===== config.mk =====
export PLATFORM = sky130hd
export DESIGN_NAME = ras_ctrl
export DESIGN_NICKNAME = d
export VERILOG_FILES = /design/src/rtl/ras_ctrl.sv
export SDC_FILE = /design/constraint.sdc
export NUM_CORES = 1
export LEC_CHECK = 0
export CORE_MARGIN = 3
export CORE_UTILIZATION = 45
export CTS_BUF_LIST = sky130_fd_sc_hd__clkbuf_8
export CTS_CLUSTER_DIAMETER = 200
export CTS_CLUSTER_SIZE = 10
export DETAILED_ROUTE_END_ITERATION = 10
export PLACE_DENSITY = 0.82
export RECOVER_POWER = 50
export SYNTH_ARGS = -nofsm -noshare
export SYNTH_HDL_FRONTEND = slang
export SYNTH_SLANG_ARGS = --single-unit

===== constraint.sdc =====
create_clock -name clk -period 3.1 [get_ports clk]
set_input_delay 0.31 -clock clk [delete_from_list [all_inputs] [get_ports clk]]
set_output_delay 0.31 -clock clk [all_outputs]
set_load 0.01 [all_outputs]

===== src/rtl/ras_ctrl.sv =====
// ras_ctrl: front-end sequencer for the return-address stack.
// Turns fetch call/return requests into RAS push/pop, builds the per-stage
// commit/flush vectors, and tracks speculative occupancy with per-stage
// snapshots so a kill can restore the count in one cycle.
module ras_ctrl #(
   parameter int STAGES = 2,
   parameter int WIDTH  = 31,
   parameter int DEPTH  = 1024,
   localparam int CW    = $clog2(DEPTH) + 1
) (
   input  logic              clk,
   input  logic              rst_i,
   input  logic              req_valid,
   output logic              req_ready,
   input  logic              req_call,
   input  logic              req_ret,
   input  logic [WIDTH-1:0]  req_addr,
   input  logic [STAGES-1:0] adv_i,
   input  logic [STAGES-1:0] kill_i,
   output logic              push,
   output logic              pop,
   output logic [WIDTH-1:0]  din,
   output logic [STAGES-1:0] commit,
   output logic [STAGES-1:0] flush,
   output logic [CW-1:0]     count,
   output logic              underflow,
   output logic              overflow
);

   localparam logic [0:0]    IDLE    = 1'b0;
   localparam logic [0:0]    RECOVER = 1'b1;
   localparam logic [CW-1:0] FULL    = CW'(DEPTH);

   logic [0:0]        state;
   logic [CW-1:0]     occ;
   logic [CW-1:0]     occ_nxt;
   logic [CW-1:0]     snap [STAGES];
   logic [CW-1:0]     kill_snap;
   logic [STAGES-1:0] flush_therm;
   logic              kill_any;
   logic              fire;
   logic              call_only;
   logic              ret_only;
   logic              is_empty;
   logic              is_full;
   logic              thru;

   // Kill decode: oldest killed stage selects the restore snapshot and
   // the flush vector covers it and every younger stage.
   always_comb begin
      kill_snap   = '0;
      flush_therm = '0;
      thru        = 1'b0;
      for (int unsigned i = 0; i < STAGES; i++) begin
         if (kill_i[i]) kill_snap = snap[i];
      end
      for (int unsigned i = 0; i < STAGES; i++) begin
         thru = thru | kill_i[STAGES-1-i];
         flush_therm[STAGES-1-i] = thru;
      end
   end

   // Request handshake, RAS controls, pulses and next occupancy.
   always_comb begin
      kill_any  = !rst_i && (state == IDLE) && (kill_i != '0);
      req_ready = !rst_i && (state == IDLE) && !kill_any;
      fire      = req_valid && req_ready;
      call_only = req_call && !req_ret;
      ret_only  = req_ret && !req_call;
      is_empty  = (occ == '0);
      is_full   = (occ == FULL);

      push      = fire && req_call;
      pop       = fire && req_ret && !(ret_only && is_empty);
      underflow = fire && ret_only && is_empty;
      overflow  = fire && call_only && is_full;
      din       = rst_i ? '0 : req_addr;
      commit    = (!rst_i && (state == IDLE) && !kill_any) ? adv_i : '0;
      flush     = kill_any ? flush_therm : '0;
      count     = rst_i ? '0 : occ;

      occ_nxt = occ;
      if (kill_any) begin
         occ_nxt = kill_snap;
      end else if (fire) begin
         if (call_only && !is_full) occ_nxt = occ + 1'b1;
         else if (ret_only && !is_empty) occ_nxt = occ - 1'b1;
      end
   end

   // State, occupancy and snapshot registers; snapshots shift on commit
   // using pre-cycle values so simultaneous commits pass data one stage.
   always_ff @(posedge clk) begin
      if (rst_i) begin
         state <= IDLE;
         occ   <= '0;
         for (int unsigned i = 0; i < STAGES; i++) snap[i] <= '0;
      end else begin
         state <= kill_any ? RECOVER : IDLE;
         occ   <= occ_nxt;
         if (commit[0]) snap[0] <= occ;
         for (int unsigned i = 1; i < STAGES; i++) begin
            if (commit[i]) snap[i] <= snap[i-1];
         end
      end
   end

endmodule


; Yosys cells after proc, flatten, opt, wreduce, memory -nomap -nowiden
; Memory sizes are Yosys's and may differ from the RTL's.
; Index checks and enable logic that the tools add are counted.
[op_classes]
n_reduce_logical = 28
addsub = 2
mux = 21
n_bitwise = 4
eq_ne = 1
[op_table]
columns = cell, count
row1 = $mux W11, 9
row2 = $mux W31, 1
row3 = $logic_and A1 B1 Y1, 16
row4 = $add A11 B1 Y11 const B, 1
row5 = $eq A11 B11 Y1 const B, 1
row6 = $logic_not A11 Y1, 1
row7 = $sub A11 B1 Y11 const B, 1
row8 = $mux W1, 9
row9 = $logic_not A1 Y1, 7
row10 = $mux W2, 2
row11 = $reduce_bool A2 Y1, 2
row12 = $or A1 B1 Y1, 3
row13 = $reduce_bool A3 Y1, 1
row14 = $reduce_and A2 Y1, 1
row15 = $not A1 Y1, 1
[totals]
n_memories = 1
ram_bits = 22
ff_bits = 12
out_inout_bits = 51
elab_cells = 59
inputBits = 40
[mem_list]
columns = name, depth, word_bits, rd, rd_clocked_by_memory_dff, wr, line
row1 = snap, 2, 11, 2, 0, 2, 37  ; logic [CW-1:0] snap [STAGES];

; Longest topological paths before layout
; Gate-level depths: netlist of the first run.
[logic_depth]
ltp_word = 10
depth_mapped = 11
ltp_nobuf = 11

; Worst setup path after synthesis of the first run
; No wires, ideal clock.
[synth_timing]
path_type = register -> register
startpoint = register occ[2]
endpoint = register occ[9]
path_buffers = 0
arrival_time_ns = 2.498
setup_ns = 0.095
path_stages_with_launch = 11
required_ns = 3.005
synth_period_minus_slack_ns = 2.593
slack_ns = 0.507
cell_sequence = dfxtp_1 -> nor4_4 -> nand4_1 -> nand2_1 -> ha_1 -> a211oi_1 -> o211ai_1 -> a221oi_1 -> xnor2_1 -> mux2i_1 -> a221oi_1
[synth_via]
elab_chain_cells = 6
elab_cells_between_ends = 14
cone_classes = 2 x add/sub / 1 x eq/ne / 4 x mux / 7 x reduce/logical
[synth_rtl]
columns = element, line
row1 = start: declaration, 35  ; logic [CW-1:0] occ;
row2 = start signal: assignment, 100  ; occ <= occ_nxt;
row3 = branches (longest 6 deep; another with $sub A11 B1 Y11), n/a
; Several ways; the timed one is not identified. The select of a mux whose other input is x is not followed.
; A chain may end at the register's enable or synchronous reset.

; Final worst setup path of the first run
[layout_timing]
startpoint = register occ[3]
endpoint = register occ[6]
; The elaborated chain is that of the path after synthesis.

==> results.txt, run 1 <==
----------------------------------------------------
[Global route]
  Via count of the first global-routing pass ... 1975
  Total congestion overflow ... 0
  Antenna violations before repair ... 0
  Total global routing track utilization ... 20.5%
  Maximum number of pins on one net before global-route repair ... 52
  Global-route wire length before repair ... 9950 µm

[STA]
  Fraction of the cycle the final worst path needs ... 91.5%
  Final Critical Period ... 2.84 ns
  Post-route worst hold slack ... 0.560 ns
  Final sum of negative setup slack ... 0 ns
  RSZ-0062 raised after global routing ... no
  Actual slew at the worst max-slew pin ... 0.767 ns
  Maximum clock rate ... 0.352 GHz
  Setup violations, final ... 0
  Worst slew margin relative to its limit ... 48.9%
  Final Skew ... 0.0115 ns
  Number of pins exceeding their max-slew limit in the final report ... 0
  Final hold violation count ... 0

[Clock tree]
  Max H-tree Level ... 2
  Post CTS Setup Buffer Count ... 0
  Root cell of the clock tree ... sky130_fd_sc_hd__clkbuf_8
  TritonCTS clock tree ... built
  Number of hold-repair buffers added at the cts stage ... 0
  Clock latency on the worst-skew pair ... 0.29 ns
  Clock slew at the register clock pins of the worst setup and hold paths ... 0.07 ns
  Quantity of gates resized following cts ... 0
  Number of buffers added by the clock tree synthesis step ... 5
  Number of clock sinks ... 34
  CTS max path bufs ... 2

[Place]
  HPWL after DPL ... 5010 µm
  Cell count after placement ... 392
  Placer's final routability congestion estimate ... 0.924
  Port bufs ... 90

[Critical path]
  CP startpoint ... occ[3]
  Setup crit end kind ... register
  Required @ worst endpoint ... 3.28 ns
  Reg-to-reg critical path startpoint ... occ[3]
  Highest fanout seen on the critical path ... 6
  Slowest Stage Delay on Critical Path ... 0.39 ns
  Critical path data arrival time ... 3.02 ns
  Crit Path Category ... reg -> reg
  Cell Chain, Critical Path ... nor4_4, nand4_1, nand2_1, buf_4, inv_1, fa_1, nor2b_1, o21ai_0, o21ai_2, xor2_1, mux2i_1, a221oi_1
  Library cell contributing the largest single delay on the critical path ... sky130_fd_sc_hd__fa_1
  Kind of launch point of the worst setup path ... register

[Route]
  Final routed DRC violation total ... 0
  Average wire length per cell after detail routing ... 15.5 µm
  Final antenna-violating net count ... 0
  TritonRoute pass-1 iters ... 4
  Vias per Instance ... 5.16
  Number of vias in the routed layout ... 2062
  Iter 0 DRT Violations ... 101
  Detailed Route WL ... 6220 µm

[Synthesis]
  Portion of the post-synthesis area used by sequential elements ... 38.6%
  Yosys warns ... 0
  Flop and latch count out of synthesis ... 34
  Cells after synthesis ... 237
  Avg Synthesized Cell Area ... 9.84 µm²
  Synth cell types ... 47
  Mapped Area ... 0.00233 mm²
  Post-Synthesis Net Count ... 287

[Die]
  Height of the chip ... 78.0 µm
  Cell row count ... 25
  Die footprint ... 0.00608 mm²
  Starting utilization of the core area ... 48.1%
  Core outline area ... 0.00485 mm²
  Die width ... 78.0 µm
  Boundary pin count ... 91

[Power]
  Highest ir drop seen on vdd ... 0.238 mV
  Leakage power figure ... 1.45 nW
  P per Cell Area ... 367 mW/mm²

[Worst hold path]
  Type of the worst min-delay path ... reg -> reg
  Min-Delay Startpoint ... snap[0][0]

[Final layout]
  P&R area growth vs syn ... 46.5%
  Final standard cell utilization of the core ... 70.4%
  Total inserted antenna cells ... 0
  Number of nets in the final layout ... 382
  Share of layout cells above drive strength 1 ... 9.01%
  Count of placed standard cells in the final layout, fillers left out ... 400

[Status]
  Outcome ... finished clean

[Run]
  Reported max-cap violation count ... 0

----------------------------------------------------
==> power by group <==
part	leakage (nW)	internal [mW]	switching, mW
clock	0.0538	0.174	0.153
sequential	0.327	0.509	0.0241
combinational	1.07	0.206	0.187
==> path summary, 6_finish.rpt <==
kind	endpoint	slack (ns)	cells past startpoint
setup reg to reg	occ[6]	0.26	12
hold / removal	snap[0][11]	0.56	1
setup / recovery	occ[6]	0.26	12
hold reg to reg	snap[0][11]	0.56	1
==> per-layer routing <==
| layer | global-route usage [%] | wire (µm) | vias up |
|---|---|---|---|
| met1 | 26.9 | 2780 | 961 |
| met2 | 34.5 | 3020 | 57 |
| met5 | 0 | 0 | - |
| met4 | 5.07 | 99 | 0 |
| li1 | - | - | 1033 |
| met3 | 4.18 | 316 | 11 |
==> state kept, by name (all words and copies together) (netlist names) <==
register  cells
snap         22
state         1
occ          11
==> Yosys cell counts (all sizes together) <==
library cell / instances / area [µm²]
or2: 4 / 25.0
a31oi: 2 / 12.5
mux2: 1 / 15.0
xor2: 5 / 43.8
nand4: 1 / 6.26
nor3: 4 / 20.0
fa: 1 / 20.0
mux2i: 5 / 50.1
buf: 4 / 38.8
o32ai: 1 / 16.3
nor2b: 44 / 278
o211ai: 1 / 7.51
a221oi: 9 / 78.8
nor4: 3 / 63.8
nand3: 4 / 25.0
o22ai: 3 / 18.8
o221ai: 2 / 35.0
a21o: 6 / 45.0
o21a: 1 / 7.51
dfxtp: 12 / 240
nand2: 6 / 22.5
a211oi: 6 / 50.1
clkbuf: 10 / 37.5
o21ai: 8 / 40.0
a21oi: 3 / 15.0
xnor2: 4 / 35.0
and3: 2 / 12.5
o2bb2ai: 1 / 8.76
nor3b: 1 / 7.51
inv: 10 / 37.5
o211a: 1 / 10.0
edfxtp: 22 / 661
a22oi: 4 / 30.0
nor2: 12 / 45.0
ha: 9 / 113
and2: 25 / 159
==> area by class of cell <==
cell class | instances | area [µm²]
fill | 383 | 1430
multi-input combinational | 179 | 1320
clock inverter | 2 | 7.51
clock buffer | 6 | 82.6
tap | 67 | 83.8
inverter | 10 | 37.5
sequential | 34 | 901
timing repair buffer | 102 | 982
==> worst max-delay path: cells and delay by family, from the launching register on <==
family | cells | cell delay, ns
AND/OR/NAND/NOR | 4 | 0.85
AO/OA/AOI/OAI | 3 | 0.60
flip-flops | 1 | 0.38
adder cells (fa/ha/maj) | 1 | 0.39
buffers and inverters | 2 | 0.23
multiplexers | 1 | 0.09
XOR/XNOR | 1 | 0.19
==> layout by cell type, fill, tap and decap left out, types with 2 or more instances in the layout <==
cell / synthesis / final
sky130_fd_sc_hd__xnor2_1: 4 / 4
sky130_fd_sc_hd__nand3_1: 3 / 3
sky130_fd_sc_hd__a221oi_1: 9 / 9
sky130_fd_sc_hd__a21oi_1: 3 / 3
sky130_fd_sc_hd__or2_0: 0 / 2
sky130_fd_sc_hd__nor2_1: 12 / 12
sky130_fd_sc_hd__a31oi_1: 2 / 2
sky130_fd_sc_hd__ha_1: 9 / 9
sky130_fd_sc_hd__o21ai_1: 3 / 3
sky130_fd_sc_hd__nor4_4: 3 / 3
sky130_fd_sc_hd__a21o_1: 6 / 6
sky130_fd_sc_hd__and2_1: 24 / 23
sky130_fd_sc_hd__buf_4: 1 / 11
sky130_fd_sc_hd__and3_1: 2 / 2
sky130_fd_sc_hd__a211oi_1: 5 / 5
sky130_fd_sc_hd__o22ai_1: 3 / 3
sky130_fd_sc_hd__a22oi_1: 4 / 4
sky130_fd_sc_hd__o21ai_0: 5 / 4
sky130_fd_sc_hd__nor2b_1: 43 / 43
sky130_fd_sc_hd__clkdlybuf4s50_1: 0 / 49
sky130_fd_sc_hd__nand2_1: 6 / 6
sky130_fd_sc_hd__xor2_1: 5 / 5
sky130_fd_sc_hd__mux2i_1: 5 / 5
sky130_fd_sc_hd__edfxtp_1: 22 / 22
sky130_fd_sc_hd__dfxtp_1: 12 / 12
sky130_fd_sc_hd__nor3_1: 4 / 4
sky130_fd_sc_hd__inv_1: 9 / 11
sky130_fd_sc_hd__dlygate4sd3_1: 0 / 40
sky130_fd_sc_hd__or2_1: 2 / 2
sky130_fd_sc_hd__clkbuf_8: 0 / 6
==> cells by family after synthesis <==
family,Yosys count,share of synthesized area [%]
simple gates,106,28.5
buf+inv,24,4.88
mux,6,2.79
flops,34,38.6
fa+ha+maj,10,5.69
compound gates,48,16.1
xor+xnor,9,3.38
==> metrics by stage <==
step | setup WS (ns) | power [mW] | cell area, µm²
final | 0.262 | 1.25 | 3410
after global placement | 0.113 | 0.938 | 3320
after floorplan | 0.507 | 0.770 | 2330
after CTS | 0.195 | 1.27 | 3410
after global routing | 0.00132 | 1.32 | 3410
after detailed placement | 0.0158 | 0.946 | 3320
Note: power is estimated with default switching activity, not from simulation.
==> inputs of run 2 (changes only) <==
--- a/config.mk
+++ b/config.mk
@@ -5,7 +5,6 @@
 export SDC_FILE = /design/constraint.sdc
 export NUM_CORES = 1
 export LEC_CHECK = 0
-export CORE_MARGIN = 3
 export CORE_UTILIZATION = 45
 export CTS_BUF_LIST = sky130_fd_sc_hd__clkbuf_8
 export CTS_CLUSTER_DIAMETER = 200
==> results.txt, run 2 (same netlist as run 1, synthesis figures left out) <==
----------------------------------------------------
[Route]
  TritonRoute pass-1 iters ... 4 (unchanged)
  Final antenna-violating net count ... 0 (unchanged)
  Vias per Instance ... 5.08 (-1.5%)
  Final routed DRC violation total ... 0 (unchanged)
  Number of vias in the routed layout ... 2016 (-2.2%)
  Detailed Route WL ... 6100 µm (-1.9%)
  Average wire length per cell after detail routing ... 15.4 µm (-1.2%)
  Iter 0 DRT Violations ... 96 (-5.0%)

[Place]
  Placed instance area ... 0.00330 mm² (-0.68%)
  Pre-CTS setup slack ... 0.112 ns (+0.0964 ns)
  HPWL after DPL ... 4750 µm (-5.2%)
  Port bufs ... 90 (unchanged)
  Placer's final routability congestion estimate ... 0.868 (-6.1%)

[Final layout]
  Total inserted antenna cells ... 0 (unchanged)
  Leading cell type in the layout, fill and taps excluded ... sky130_fd_sc_hd__clkdlybuf4s50_1
  Design Area, Final ... 0.00339 mm² (-0.77%)
  Number of nets in the final layout ... 379 (-0.79%)
  Final standard cell utilization of the core ... 69.9% (-0.54 points)
  Top reg by flops ... snap
  P&R area growth vs syn ... 45.4%
  Number of flip-flops under the largest register name ... 22 (unchanged)
  Registers with the most flip-flops ... snap: 22 flops, occ: 11 flops, state: 1 flops
  Share of layout cells above drive strength 1 ... 8.79% (-0.22 points)
  Most used cells in the layout excluding fill and tap cells ... sky130_fd_sc_hd__clkdlybuf4s50_1 (47), sky130_fd_sc_hd__nor2b_1 (43), sky130_fd_sc_hd__dlygate4sd3_1 (42), sky130_fd_sc_hd__and2_1 (23), sky130_fd_sc_hd__edfxtp_1 (22)

[STA]
  Maximum clock rate ... 0.347 GHz (-1.6%)
  Final Critical Period ... 2.88 ns (+0.0450 ns)
  Final Skew ... 0.00681 ns (-0.00464 ns)
  Final hold violation count ... 0 (unchanged)
  Actual slew at the worst max-slew pin ... 0.765 ns (-0.00148 ns)
  Number of pins exceeding their max-slew limit in the final report ... 0 (unchanged)
  Worst slew margin relative to its limit ... 49.0% (+0.099 points)
  Setup violations, final ... 0 (unchanged)
  Post-route setup slack ... 0.217 ns (-0.0450 ns)
  Fraction of the cycle the final worst path needs ... 93.0% (+1.5 points)
  Post-route worst hold slack ... 0.543 ns (-0.0165 ns)

[Critical path]
  Library cell contributing the largest single delay on the critical path ... sky130_fd_sc_hd__fa_1
  Setup crit end kind ... register
  Highest fanout seen on the critical path ... 6 (unchanged)
  Crit Path Category ... reg -> reg
  Cell Chain, Critical Path ... nor4_4, nand4_1, nand2_1, buf_4, inv_1, fa_1, nor2b_1, o21ai_0, o21ai_2, xor2_1, mux2i_1, a221oi_1
  Critical path data arrival time ... 3.08 ns (+0.06 ns)
  Kind of cell adding the most delay to the critical path ... simple AND/OR/NAND/NOR gates
  Slowest Stage Delay on Critical Path ... 0.40 ns (about the same)
  Bufs and invs on worst path ... 2 (unchanged)
  Required @ worst endpoint ... 3.29 ns (about the same)
  Kind of launch point of the worst setup path ... register

[Worst hold path]
  Type of the worst min-delay path ... in -> reg

[Clock tree]
  Max H-tree Level ... 2 (unchanged)
  Clock latency on the worst-skew pair ... 0.29 ns (about the same)
  Root cell of the clock tree ... sky130_fd_sc_hd__clkbuf_8
  CTS max path bufs ... 2 (unchanged)
  Number of buffers added by the clock tree synthesis step ... 5 (unchanged)
  TritonCTS clock tree ... built
  Clock slew at the register clock pins of the worst setup and hold paths ... 0.07 ns (about the same)
  Number of hold-repair buffers added at the cts stage ... 0 (unchanged)
  Number of clock sinks ... 34 (unchanged)

[Die]
  Cell row count ... 25 (unchanged)
  Boundary pin count ... 91 (unchanged)
  Starting utilization of the core area ... 48.1% (unchanged)
  Core outline area ... 0.00485 mm² (unchanged)
  Height of the chip ... 74.0 µm (-5.1%)
  Die width ... 74.0 µm (-5.1%)
  Die footprint ... 0.00547 mm² (-10%)

[Power]
  Leakage power figure ... 1.44 nW (-0.85%)
  Highest ir drop seen on vdd ... 0.201 mV (-16%)
  P per Cell Area ... 364 mW/mm² (-1.0%)
  Total power ... 1.23 mW (-1.8%)

[Global route]
  Total congestion overflow ... 0 (unchanged)
  Total global routing track utilization ... 22.2% (+1.7 points)
  Antenna violations before repair ... 0 (unchanged)
  Via count of the first global-routing pass ... 1832 (-7.2%)
  Global-route wire length before repair ... 9120 µm (-8.3%)
  Maximum number of pins on one net before global-route repair ... 54 (+3.8%)

[Status]
  Outcome ... finished clean

[Run]
  Reported max-cap violation count ... 0 (unchanged)

----------------------------------------------------
[run 2: timing repair]
action	4_1_cts	5_1_grt
gates resized for setup	0	2
setup endpoints to repair	0	2
setup buffers	0	0
[run 2: final timing paths]
| check | from | endpoint | cells after the start | slack [ns] |
|---|---|---|---|---|
| setup / recovery | occ[3] | occ[6] | 12 | 0.22 |
| hold / removal | rst_i | occ[2] | 3 | 0.54 |
| setup reg to reg | occ[3] | occ[6] | 12 | 0.22 |
| hold reg to reg | snap[0][8] | snap[0][19] | 1 | 0.55 |
[run 2: area by class of cell]
type	count	area (µm²)
clock inverters	3	12.5
repair buffers	99	960
inverters	10	37.5
fillers	387	1460
clock buffers	5	68.8
flip-flops and latches	34	901
multi-input cells	179	1330
well taps	67	83.8
[run 2: report_power, final]
| group | leakage, nW | switching (mW) | internal [mW] |
|---|---|---|---|
| clock | 0.0468 | 0.159 | 0.151 |
| sequential | 0.327 | 0.0249 | 0.509 |
| combinational | 1.06 | 0.187 | 0.201 |
| total | 1.44 | 0.371 | 0.861 |
[run 2: worst reg2reg max path, stage by stage, from the launching register on]
cell and delay [ns]:
sky130_fd_sc_hd__dfxtp_1 0.39, sky130_fd_sc_hd__nor4_4 0.36, sky130_fd_sc_hd__nand4_1 0.19, sky130_fd_sc_hd__nand2_1 0.21, sky130_fd_sc_hd__buf_4 0.18, sky130_fd_sc_hd__inv_1 0.06
sky130_fd_sc_hd__fa_1 0.40, sky130_fd_sc_hd__nor2b_1 0.11, sky130_fd_sc_hd__o21ai_0 0.12, sky130_fd_sc_hd__o21ai_2 0.21, sky130_fd_sc_hd__xor2_1 0.18, sky130_fd_sc_hd__mux2i_1 0.10
sky130_fd_sc_hd__a221oi_1 0.28
[run 2: routing by layer]
layer	GRT usage, %	share of wire, %
met5	0	0
met4	8.55	0.59
met3	2.98	4.8
met2	35.2	49
met1	30.8	46
[run 2: metrics by stage]
step / instances / TNS [ns]
floorplan: 237 / 0
global placement: 389 / 0
detailed placement: 389 / 0
CTS: 397 / 0
global route: 397 / -0.00353
finish: 397 / 0
